===== src/rtl/uart_tx_fifo.sv =====
// UART transmitter fed by a valid/ready FIFO. Each frame latches its own line
// configuration (length, parity, stop bits, baud divisor) when its word is popped.
module uart_tx_fifo #(
  parameter int unsigned FIFO_DEPTH = 16,
  parameter int unsigned DIV_WIDTH  = 16
) (
  input  logic                          Clock,
  input  logic                          ResetN,
  input  logic [7:0]                    DataIn,
  input  logic                          InValid,
  output logic                          InReady,
  input  logic                          Enable,
  input  logic [1:0]                    DataLength,
  input  logic [1:0]                    ParityType,
  input  logic                          StopBits,
  input  logic [DIV_WIDTH-1:0]          BaudDiv,
  output logic                          DataOut,
  output logic                          ActiveFlag,
  output logic                          DoneFlag,
  output logic [$clog2(FIFO_DEPTH):0]   FifoCount,
  output logic                          FifoEmpty,
  output logic                          FifoFull
);

  localparam int unsigned AW = $clog2(FIFO_DEPTH);
  localparam int unsigned CW = AW + 1;
  localparam logic [CW-1:0] DepthCount = CW'(FIFO_DEPTH);

  typedef enum logic [2:0] {StIdle, StStart, StData, StParity, StStop} state_e;

  // FIFO storage and status
  logic [7:0]    mem_q [FIFO_DEPTH];
  logic [AW-1:0] wr_ptr_q, rd_ptr_q;
  logic [CW-1:0] count_q, count_d;
  logic          full_q, empty_q, ready_q;
  logic          push, pop;

  // Frame state
  state_e               state_q, state_d;
  logic [DIV_WIDTH-1:0] timer_q, timer_d;
  logic [DIV_WIDTH-1:0] div_q, div_d;
  logic [1:0]           len_q, len_d;
  logic [1:0]           par_q, par_d;
  logic                 stop2_q, stop2_d;
  logic [7:0]           shreg_q, shreg_d;
  logic [2:0]           bit_idx_q, bit_idx_d;
  logic                 stop_idx_q, stop_idx_d;
  logic                 par_bit_q, par_bit_d;
  logic                 line_q, line_d;
  logic                 active_q, active_d;
  logic                 done_q, done_d;

  logic       bit_end, last_stop, has_parity, head_par;
  logic [7:0] head, head_mask;

  assign push = InValid & ~full_q;
  assign head = mem_q[rd_ptr_q];

  always_comb begin
    count_d = count_q;
    case ({push, pop})
      2'b10:   count_d = count_q + 1'b1;
      2'b01:   count_d = count_q - 1'b1;
      default: count_d = count_q;
    endcase
  end

  always_ff @(posedge Clock) begin
    if (push) mem_q[wr_ptr_q] <= DataIn;
  end

  // Status flags are registered from the next occupancy so they match FifoCount.
  always_ff @(posedge Clock or negedge ResetN) begin
    if (!ResetN) begin
      wr_ptr_q <= '0;
      rd_ptr_q <= '0;
      count_q  <= '0;
      full_q   <= 1'b0;
      empty_q  <= 1'b1;
      ready_q  <= 1'b1;
    end else begin
      if (push) wr_ptr_q <= wr_ptr_q + 1'b1;
      if (pop)  rd_ptr_q <= rd_ptr_q + 1'b1;
      count_q <= count_d;
      full_q  <= (count_d == DepthCount);
      empty_q <= (count_d == '0);
      ready_q <= (count_d != DepthCount);
    end
  end

  always_comb begin
    head_mask = 8'hFF;
    case (DataLength)
      2'b00:   head_mask = 8'h1F;
      2'b01:   head_mask = 8'h3F;
      2'b10:   head_mask = 8'h7F;
      default: head_mask = 8'hFF;
    endcase
  end

  assign head_par   = ^(head & head_mask);
  assign bit_end    = (timer_q == div_q);
  assign last_stop  = (state_q == StStop) && bit_end && (stop_idx_q == stop2_q);
  assign pop        = ~empty_q && Enable && ((state_q == StIdle) || last_stop);
  assign has_parity = (par_q == 2'b01) || (par_q == 2'b10);

  always_comb begin
    state_d    = state_q;
    div_d      = div_q;
    len_d      = len_q;
    par_d      = par_q;
    stop2_d    = stop2_q;
    shreg_d    = shreg_q;
    bit_idx_d  = bit_idx_q;
    stop_idx_d = stop_idx_q;
    par_bit_d  = par_bit_q;
    timer_d    = ((state_q == StIdle) || bit_end) ? '0 : timer_q + 1'b1;

    if (pop) begin
      state_d   = StStart;
      div_d     = BaudDiv;
      len_d     = DataLength;
      par_d     = ParityType;
      stop2_d   = StopBits;
      shreg_d   = head;
      par_bit_d = (ParityType == 2'b01) ? ~head_par : head_par;
    end else begin
      case (state_q)
        StIdle: state_d = StIdle;
        StStart: begin
          if (bit_end) begin
            state_d   = StData;
            bit_idx_d = '0;
          end
        end
        StData: begin
          if (bit_end) begin
            // Last data index is N-1 = DataLength + 4.
            if (bit_idx_q == {1'b1, len_q}) begin
              state_d    = has_parity ? StParity : StStop;
              stop_idx_d = 1'b0;
            end else begin
              bit_idx_d = bit_idx_q + 3'd1;
              shreg_d   = shreg_q >> 1;
            end
          end
        end
        StParity: begin
          if (bit_end) begin
            state_d    = StStop;
            stop_idx_d = 1'b0;
          end
        end
        StStop: begin
          if (bit_end) begin
            if (stop_idx_q == stop2_q) state_d = StIdle;
            else                       stop_idx_d = 1'b1;
          end
        end
        default: state_d = StIdle;
      endcase
    end

    line_d = 1'b1;
    case (state_d)
      StStart:  line_d = 1'b0;
      StData:   line_d = shreg_d[0];
      StParity: line_d = par_bit_d;
      default:  line_d = 1'b1;
    endcase

    active_d = (state_d != StIdle);
    // Outputs are registered, so flag the cycle that will be the last stop clock.
    done_d   = (state_d == StStop) && (stop_idx_d == stop2_d) && (timer_d == div_d);
  end

  always_ff @(posedge Clock or negedge ResetN) begin
    if (!ResetN) begin
      state_q    <= StIdle;
      timer_q    <= '0;
      div_q      <= '0;
      len_q      <= '0;
      par_q      <= '0;
      stop2_q    <= 1'b0;
      shreg_q    <= '0;
      bit_idx_q  <= '0;
      stop_idx_q <= 1'b0;
      par_bit_q  <= 1'b0;
      line_q     <= 1'b1;
      active_q   <= 1'b0;
      done_q     <= 1'b0;
    end else begin
      state_q    <= state_d;
      timer_q    <= timer_d;
      div_q      <= div_d;
      len_q      <= len_d;
      par_q      <= par_d;
      stop2_q    <= stop2_d;
      shreg_q    <= shreg_d;
      bit_idx_q  <= bit_idx_d;
      stop_idx_q <= stop_idx_d;
      par_bit_q  <= par_bit_d;
      line_q     <= line_d;
      active_q   <= active_d;
      done_q     <= done_d;
    end
  end

  assign DataOut    = line_q;
  assign ActiveFlag = active_q;
  assign DoneFlag   = done_q;
  assign FifoCount  = count_q;
  assign FifoEmpty  = empty_q;
  assign FifoFull   = full_q;
  assign InReady    = ready_q;

endmodule


===== config.mk =====
export PLATFORM = sky130hd
export DESIGN_NAME = uart_tx_fifo
export DESIGN_NICKNAME = d
export VERILOG_FILES = /design/src/rtl/uart_tx_fifo.sv
export SDC_FILE = /design/constraint.sdc
export NUM_CORES = 1
export LEC_CHECK = 0
export CAP_MARGIN = 10
export CORE_MARGIN = 2
export CORE_UTILIZATION = 34
export DETAILED_ROUTE_END_ITERATION = 8
export GPL_TIMING_DRIVEN = 0
export HOLD_SLACK_MARGIN = 0.12
export MAX_ROUTING_LAYER = met4
export PLACE_DENSITY_LB_ADDON = 0.15
export SYNTH_ARGS = -nofsm -noshare
export SYNTH_HDL_FRONTEND = slang
export SYNTH_SLANG_ARGS = --single-unit

===== constraint.sdc =====
create_clock -name Clock -period 5.65 [get_ports Clock]
set_input_delay 1.13 -clock Clock [delete_from_list [all_inputs] [get_ports Clock]]
set_output_delay 1.13 -clock Clock [all_outputs]
set_load 0.005 [all_outputs]

Word level (Yosys, flattened, before mapping)
Memory sizes are Yosys's and may differ from the RTL's.
Cells that the tools add are included.
{"block": "word_totals", "ff_bits": 72, "mem_bits_rw": 128, "input_bits": 33, "output_inout_bits": 11, "mem_count": 1}
{"name": "mem_q", "depth": 16, "word_bits": 8, "rd": 1, "rd_ports_with_merged_regs": 0, "write_ports": 1, "line_no": "32", "rtl": "logic [7:0] mem_q [FIFO_DEPTH];"}
{"block": "op_classes", "add_sub_neg": 6, "n_eq_ne": 26, "mux": 34, "n_bitwise": 6, "n_reduce_logical": 19}
{"op": "3-bit 2-to-1 mux", "n": 11}
{"op": "16-bit == test", "n": 2}
{"op": "16-bit 2-to-1 mux", "n": 2}
{"op": "8-bit 2-to-1 mux", "n": 4}
{"op": "8-bit case mux with 3 select lines", "n": 1}
{"op": "16-bit by 1-bit adder with 16-bit output (second input constant)", "n": 1}
{"op": "3-bit by 2-bit == test with 1-bit output (second input constant)", "n": 4}
{"op": "3-bit case mux with 4 select lines", "n": 1}
{"op": "1-bit 2-to-1 mux", "n": 11}
{"op": "5-bit case mux with 2 select lines", "n": 1}
{"op": "4-bit by 1-bit adder with 4-bit output (second input constant)", "n": 2}
{"op": "8-bit AND", "n": 1}
{"op": "2-bit by 1-bit == test with 1-bit output (second input constant)", "n": 4}
{"op": "2-bit inequality test (second input constant)", "n": 4}
{"op": "8-bit parity", "n": 1}
{"op": "2-bit == test (second input constant)", "n": 3}
{"op": "3-bit by 1-bit == test with 1-bit output (second input constant)", "n": 2}
{"op": "3-bit == test (second input constant)", "n": 2}
{"op": "1-bit logical AND", "n": 6}
{"op": "1-bit case mux with 3 select lines", "n": 2}
{"op": "3-bit case mux with 2 select lines", "n": 1}
{"op": "2-bit nonzero test", "n": 3}
{"op": "5-bit by 1-bit adder with 5-bit output (second input constant)", "n": 1}
{"op": "5-bit == test (second input constant)", "n": 1}
{"op": "other kinds (14)", "n": 20}

Depth between registers and ports, before layout
{"block": "logic_depth", "ltp_word": 10, "ltp_mapped": 20}

Least setup slack after synthesis
Ideal clock, no wire load.
{"block": "synth_timing", "path_type": "input to register", "start": "in Enable", "end": "reg ready_q, in the netlist InReady", "setup_time_ps": 77, "arrival_ps": 4044, "required_time_ps": 5573, "path_slack_ps": 1528, "stages": 17, "n_path_buf": 3, "cell_sequence": "nor3b_2 nand2_2 inv_2 buf_2 buf_1 ha_1 clkbuf_1 xor2_1 ha_1 a21oi_1 xor2_1 nor2_1 xnor2_1 inv_1 or4_1 nor2b_1 inv_1"}
{"block": "synth_between", "elab_chain_cells": 5}
{"element": "start, declared", "line_no": "12", "rtl": "input logic Enable,"}
{"element": "1-bit logical AND * (2 in a row)", "line_no": "104", "rtl": "assign pop = ~empty_q && Enable && ((state_q == StIdle) || last_stop);"}
{"element": "2-bit by 1-bit == test with 1-bit output or 2-bit == test (tied branches)", "line_no": "61", "rtl": "case ({push, pop})"}
{"element": "5-bit case mux with 2 select lines *", "line_no": "61"}
{"element": "net count_d[2]", "line_no": "34", "rtl": "logic [CW-1:0] count_q, count_d;"}
{"element": "5-bit inequality test *", "line_no": "87", "rtl": "ready_q <= (count_d != DepthCount);"}
{"element": "end signal, assigned", "line_no": "87"}
{"element": "end, declared", "line_no": "35", "rtl": "logic full_q, empty_q, ready_q;"}
The timed path passes the listed nets; every way through them passes the cells marked *.
A chain may end at the register's enable or synchronous reset.

Worst setup path after layout
{"block": "layout_timing", "start": "reg timer_q[6]", "end": "reg ready_q, in the netlist InReady"}
{"block": "layout_between", "elab_chain_cells": 8}
{"element": "start, declared", "line_no": "40", "rtl": "logic [DIV_WIDTH-1:0] timer_q, timer_d;"}
{"element": "start signal, assigned", "line_no": "194", "rtl": "timer_q <= timer_d;"}
{"element": "16-bit == test *", "line_no": "102", "rtl": "assign bit_end = (timer_q == div_q);"}
{"element": "1-bit logical AND * (2 in a row)", "line_no": "103", "rtl": "assign last_stop = (state_q == StStop) && bit_end && (stop_idx_q == stop2_q);"}
{"element": "1-bit logical OR *", "line_no": "104"}
{"element": "1-bit logical AND *", "line_no": "104"}
{"element": "2-bit by 1-bit == test with 1-bit output or 2-bit == test (tied branches)", "line_no": "61"}
{"element": "5-bit case mux with 2 select lines *", "line_no": "61"}
{"element": "net count_d[2]", "line_no": "34"}
{"element": "5-bit inequality test *", "line_no": "87"}
Marked as above.

==> impl_summary.md <==
Outcome
The run finished with clean final reports.

Clock tree
Once the clock tree was built, the resizer swapped 0 gates to a different size. The longest clock path from root to sink contains 2 buffers. The CTS sink count is 200. Buffers inserted to repair hold after CTS numbered 0. Clock-pin slew was measured on the worst setup and hold paths at about 0.080 ns. TritonCTS built the clock tree. The buffer type at the clock tree root is clkbuf_16. The post-CTS setup buffer count is 0. The number of levels in the clock H-tree is 4.

The insertion delay of the later-clocked pin in the worst-skew pair is between 0.4 and 0.5 ns. TritonCTS created 17 clock buffers.

Yosys
The most common cell in the synthesized netlist is edfxtp_1. The number of nets in the synthesized netlist is 740. The share of the Yosys chip area taken by registers is 61.4%. Sorting the synthesized cells by how often they occur yields edfxtp_1, dfrtp_1, nand2_1, mux2i_1, nor2_1. For this run, the number of Yosys warnings is 0. The count of flip-flops with a built-in enable after synthesis is about 130.

The count of different cell masters after synthesis is a little under 70. The dominant synthesized flop cell is edfxtp_1. The dominant cell type by area after synthesis is edfxtp_1. The area fraction of the dominant cell type after synthesis is about two fifths. The synthesized instance count is just under 700. The share of flip-flops with an asynchronous set or reset after synthesis is between 30% and 40%. After synthesis the netlist holds a flip-flop and latch count of 200. In the post-synthesis netlist, the biggest area contributors are edfxtp_1, dfrtp_1, mux2i_1, mux4_2, xor2_1.

The average instance in the mapped netlist occupies approximately 13 sq um. The cell area after technology mapping is around 9200 sq um.

Setup path
Traced cell by cell, the critical path runs through xor2_1 -> nor4_2 -> nand4_2 -> o21ai_4 -> nand2_2 -> inv_2 -> buf_2 -> buf_1 -> ha_1 -> clkbuf_1 -> xor2_1 -> ha_1 -> a21oi_1 -> xor2_1 -> nor2_1 -> xnor2_1 -> inv_1 -> or4_1 -> nor2b_1 -> inv_1. The critical path startpoint is timer_q[6]. The sort of element at the end of the critical path is a flip-flop. The worst register-to-register path has a depth of 20. The category of the worst setup path launch point is a flip-flop.

In this run the register-to-register setup slack is 0.59 ns. The signal arrival time at the worst endpoint is around 5.4 ns. The delay of the slowest cell on the worst path is 0.55 ns. At the worst endpoint, the required time is ~6.0 ns. The reg-to-reg critical path endpoint is InReady. By startpoint and endpoint, the worst setup path is classified as flip-flop to flip-flop.

Counting stages on the worst path, the most repeated cell is xor2_1. The largest fanout of any net on the critical path is 11. The cell type of the slowest stage on the worst timing path is or4_1. The startpoint identified for the worst register-to-register timing path is timer_q[6]. The termination of the worst setup path is InReady.

Drt
The routed layout has roughly 5,700 vias. The number of violations reported at the end of detailed-routing iteration 0 is roughly 340. In the final routed layout, each cell accounts on average for approximately 19 um. The count of nets left with antenna violations once routing finished came out at 0.

The number of detailed-route iterations in the first pass is 4. The per-cell via count in the routed design is approximately 5. The number of design rule violations left after detail routing is 0. The total wire length is 21,000 um.

Timing
Subtracting the final worst setup slack from the clock period gives approximately 5.1 ns. The number of max-slew violations in the final report is 0. The worst path meets setup with ~0.59 ns of slack.

The final hold violation count came to 0. The largest clock skew in the final design is 0.0144 ns. The worst slew slack as a fraction of its limit is just over 50%. The accumulated negative setup slack is 0 ns.

The share of the clock period used by the worst path is between 80% and 90%. Setup repair after global routing left no endpoint under its margin. For the pin with the worst max-slew slack, the measured transition is 0.726 ns. Hold is met by 0.480 ns. The final-report setup violation count is 0. The highest attainable clock frequency is about 200 MHz.

Power
The sequential power share is approximately 51%. In this run the power spent charging and discharging nets is ~0.9 mW. The internal portion of the total power is 2.52 mW. In this run, the combinational gates consume 10.8% of the power. The share of total power dissipated in the clock network is between 30% and 40%. The leakage power total is around 3.8 nW. Across the VDD grid, the largest voltage drop is around 0.25 mV. After layout, the design draws a total of ~3.4 mW. The net switching share of the total power is 26.4%.

The power density over cell area is 319 nW/um^2.

GRT
For this run, the total global-route usage over all layers was measured as about 16%. The number of global-route vias before repair is approximately 5,900. The initial antenna violation count is 0. For this run the aggregate overflow at the end of global routing stands at 0. The first global-routing pass estimated around 33,000 um of wire. The largest net degree at the start of global routing is 49.

Floorplan
Once the floorplan was initialized, standard cells occupied approximately 34% of the core. The core area is ~27,000 sq um. Row generation in the floorplan step produced 60 rows. In this run the count of I/O pins placed on the die edge is between 40 and 50.

The floorplan step set the die width to 169 um. The floorplan step defined a die boundary enclosing roughly 28,000 sq um. The height of the chip is around 170 um.

Layout
The filler cell count is between 2,000 and 2,500. The number of antenna repair diodes is 0. The sequential cell area is 5650 sq um. At the end of the flow, the number of nets in the layout was ~800. The fraction of layout instances using a drive strength above 1 is about 12%. The multi-input combinational cells in the finished layout cover a total of 3330 sq um. The area growth from synthesis to layout is 16.7%.

Worst hold path
The min-delay analysis places its worst path in the category flip-flop to flip-flop.

Place
Before CTS, the worst setup slack after placement is between 0.3 and 0.4 ns. During placement, the flow inserted port buffers numbering 43. Once detailed placement completed, the half-perimeter wirelength came to ~15,000 um. The global placer's final weighted congestion is 0.804.

Job
Across the run, the number of max-cap violations was 0.
==> worst min-delay path by stage <==
stage	startpoint	to	slack [ns]	cells past startpoint
2_1_floorplan	shreg_q[4]	shreg_q[4]	0.45	2
3_3_place_gp	shreg_q[4]	shreg_q[4]	0.46	2
3_5_place_dp	shreg_q[1]	shreg_q[1]	0.47	2
4_1_cts	shreg_q[1]	shreg_q[1]	0.49	2
5_1_grt	shreg_q[1]	shreg_q[1]	0.51	2
6_report	shreg_q[1]	shreg_q[1]	0.48	2
==> flip-flops by register name (all words and copies together) (netlist names), 2 cells and up <==
| register | cells |
|---|---|
| mem_q | 128 |
| div_q | 16 |
| timer_q | 16 |
| shreg_q | 8 |
| FifoCount | 5 |
| rd_ptr_q | 4 |
| wr_ptr_q | 4 |
| bit_idx_q | 3 |
| state_q | 3 |
| len_q | 2 |
| par_q | 2 |
==> logic make-up after synthesis <==
family                     after synthesis  share of synthesized area, %
and+or+nand+nor                        204                          11.8
DFF                                    200                          61.4
muxes                                   60                          8.83
xor gates and xnor gates                63                          6.00
buffers and inverters                   53                          2.46
adders and majority gates               11                          1.50
AOI/OAI and AO/OA                      105                          7.98
==> placed cells by master, fill, tap and decap left out, types with 5 or more instances in the layout <==
master	synthesis	final
a21oi_1	22	22
dfrtp_1	69	69
o21ai_0	22	22
nand3_1	10	10
mux4_2	16	16
a221oi_1	16	16
mux2i_1	38	38
a22oi_1	13	13
nand4_1	14	14
edfxtp_1	128	128
o211ai_1	7	7
nor2b_1	6	6
buf_2	13	13
clkbuf_16	0	17
clkdlybuf4s50_1	0	42
and2_1	20	20
clkbuf_1	14	14
nor3_1	9	9
and3_1	14	14
nor2_1	35	35
ha_1	11	11
inv_1	18	18
xor2_1	33	33
xnor2_1	30	30
mux2_2	5	5
clkinv_8	0	7
nand2_1	62	62
==> routing by layer <==
metal / GRT usage, % / vias up / share of wire [%]
li1: - / 2708 / -
met1: 20.1 / 2909 / 45
met2: 26.6 / 87 / 50
met3: 2.69 / 20 / 3.1
met4: 4.87 / 0 / 1.9
met5: - / - / 0
==> stage by stage <==
step	cell area, sq um	std cells	utilization, %
final	10700	1113	40.2
after floorplan	9200	696	-
after detailed placement	10100	1081	37.7
after global routing	10700	1113	40.2
after CTS	10700	1113	40.2
after global placement	10100	1080	37.6
==> power groups by stage <==
stage	clock network, mW	logic (mW)	registers (mW)
after global routing	1.39	0.416	1.78
after floorplan	0	0.200	1.78
final	1.30	0.370	1.76
after global placement	0	0.363	1.79
after detailed placement	0	0.378	1.79
after CTS	1.33	0.380	1.76
==> cell type report <==
| cell class | instances | area share, % |
|---|---|---|
| clock buffers | 17 | 3.96 |
| clock inverters | 15 | 2.17 |
| multi-input cells | 443 | 31.0 |
| plain buffers | 33 | 1.41 |
| well taps | 341 | 3.97 |
| flip-flops and latches | 200 | 52.6 |
| inverters | 20 | 0.699 |
| repair buffers | 44 | 4.24 |
==> critical path, delay by kind of cell (launching register included) <==
kind | cells | cell delay (ns)
AO/OA/AOI/OAI | 2 | 0.50
flip-flops | 1 | 0.46
AND/OR/NAND/NOR | 6 | 1.68
XOR/XNOR | 4 | 0.63
buffers and inverters | 6 | 1.26
adder cells (fa/ha/maj) | 2 | 0.46
Note: power is estimated with default switching activity, not from simulation.
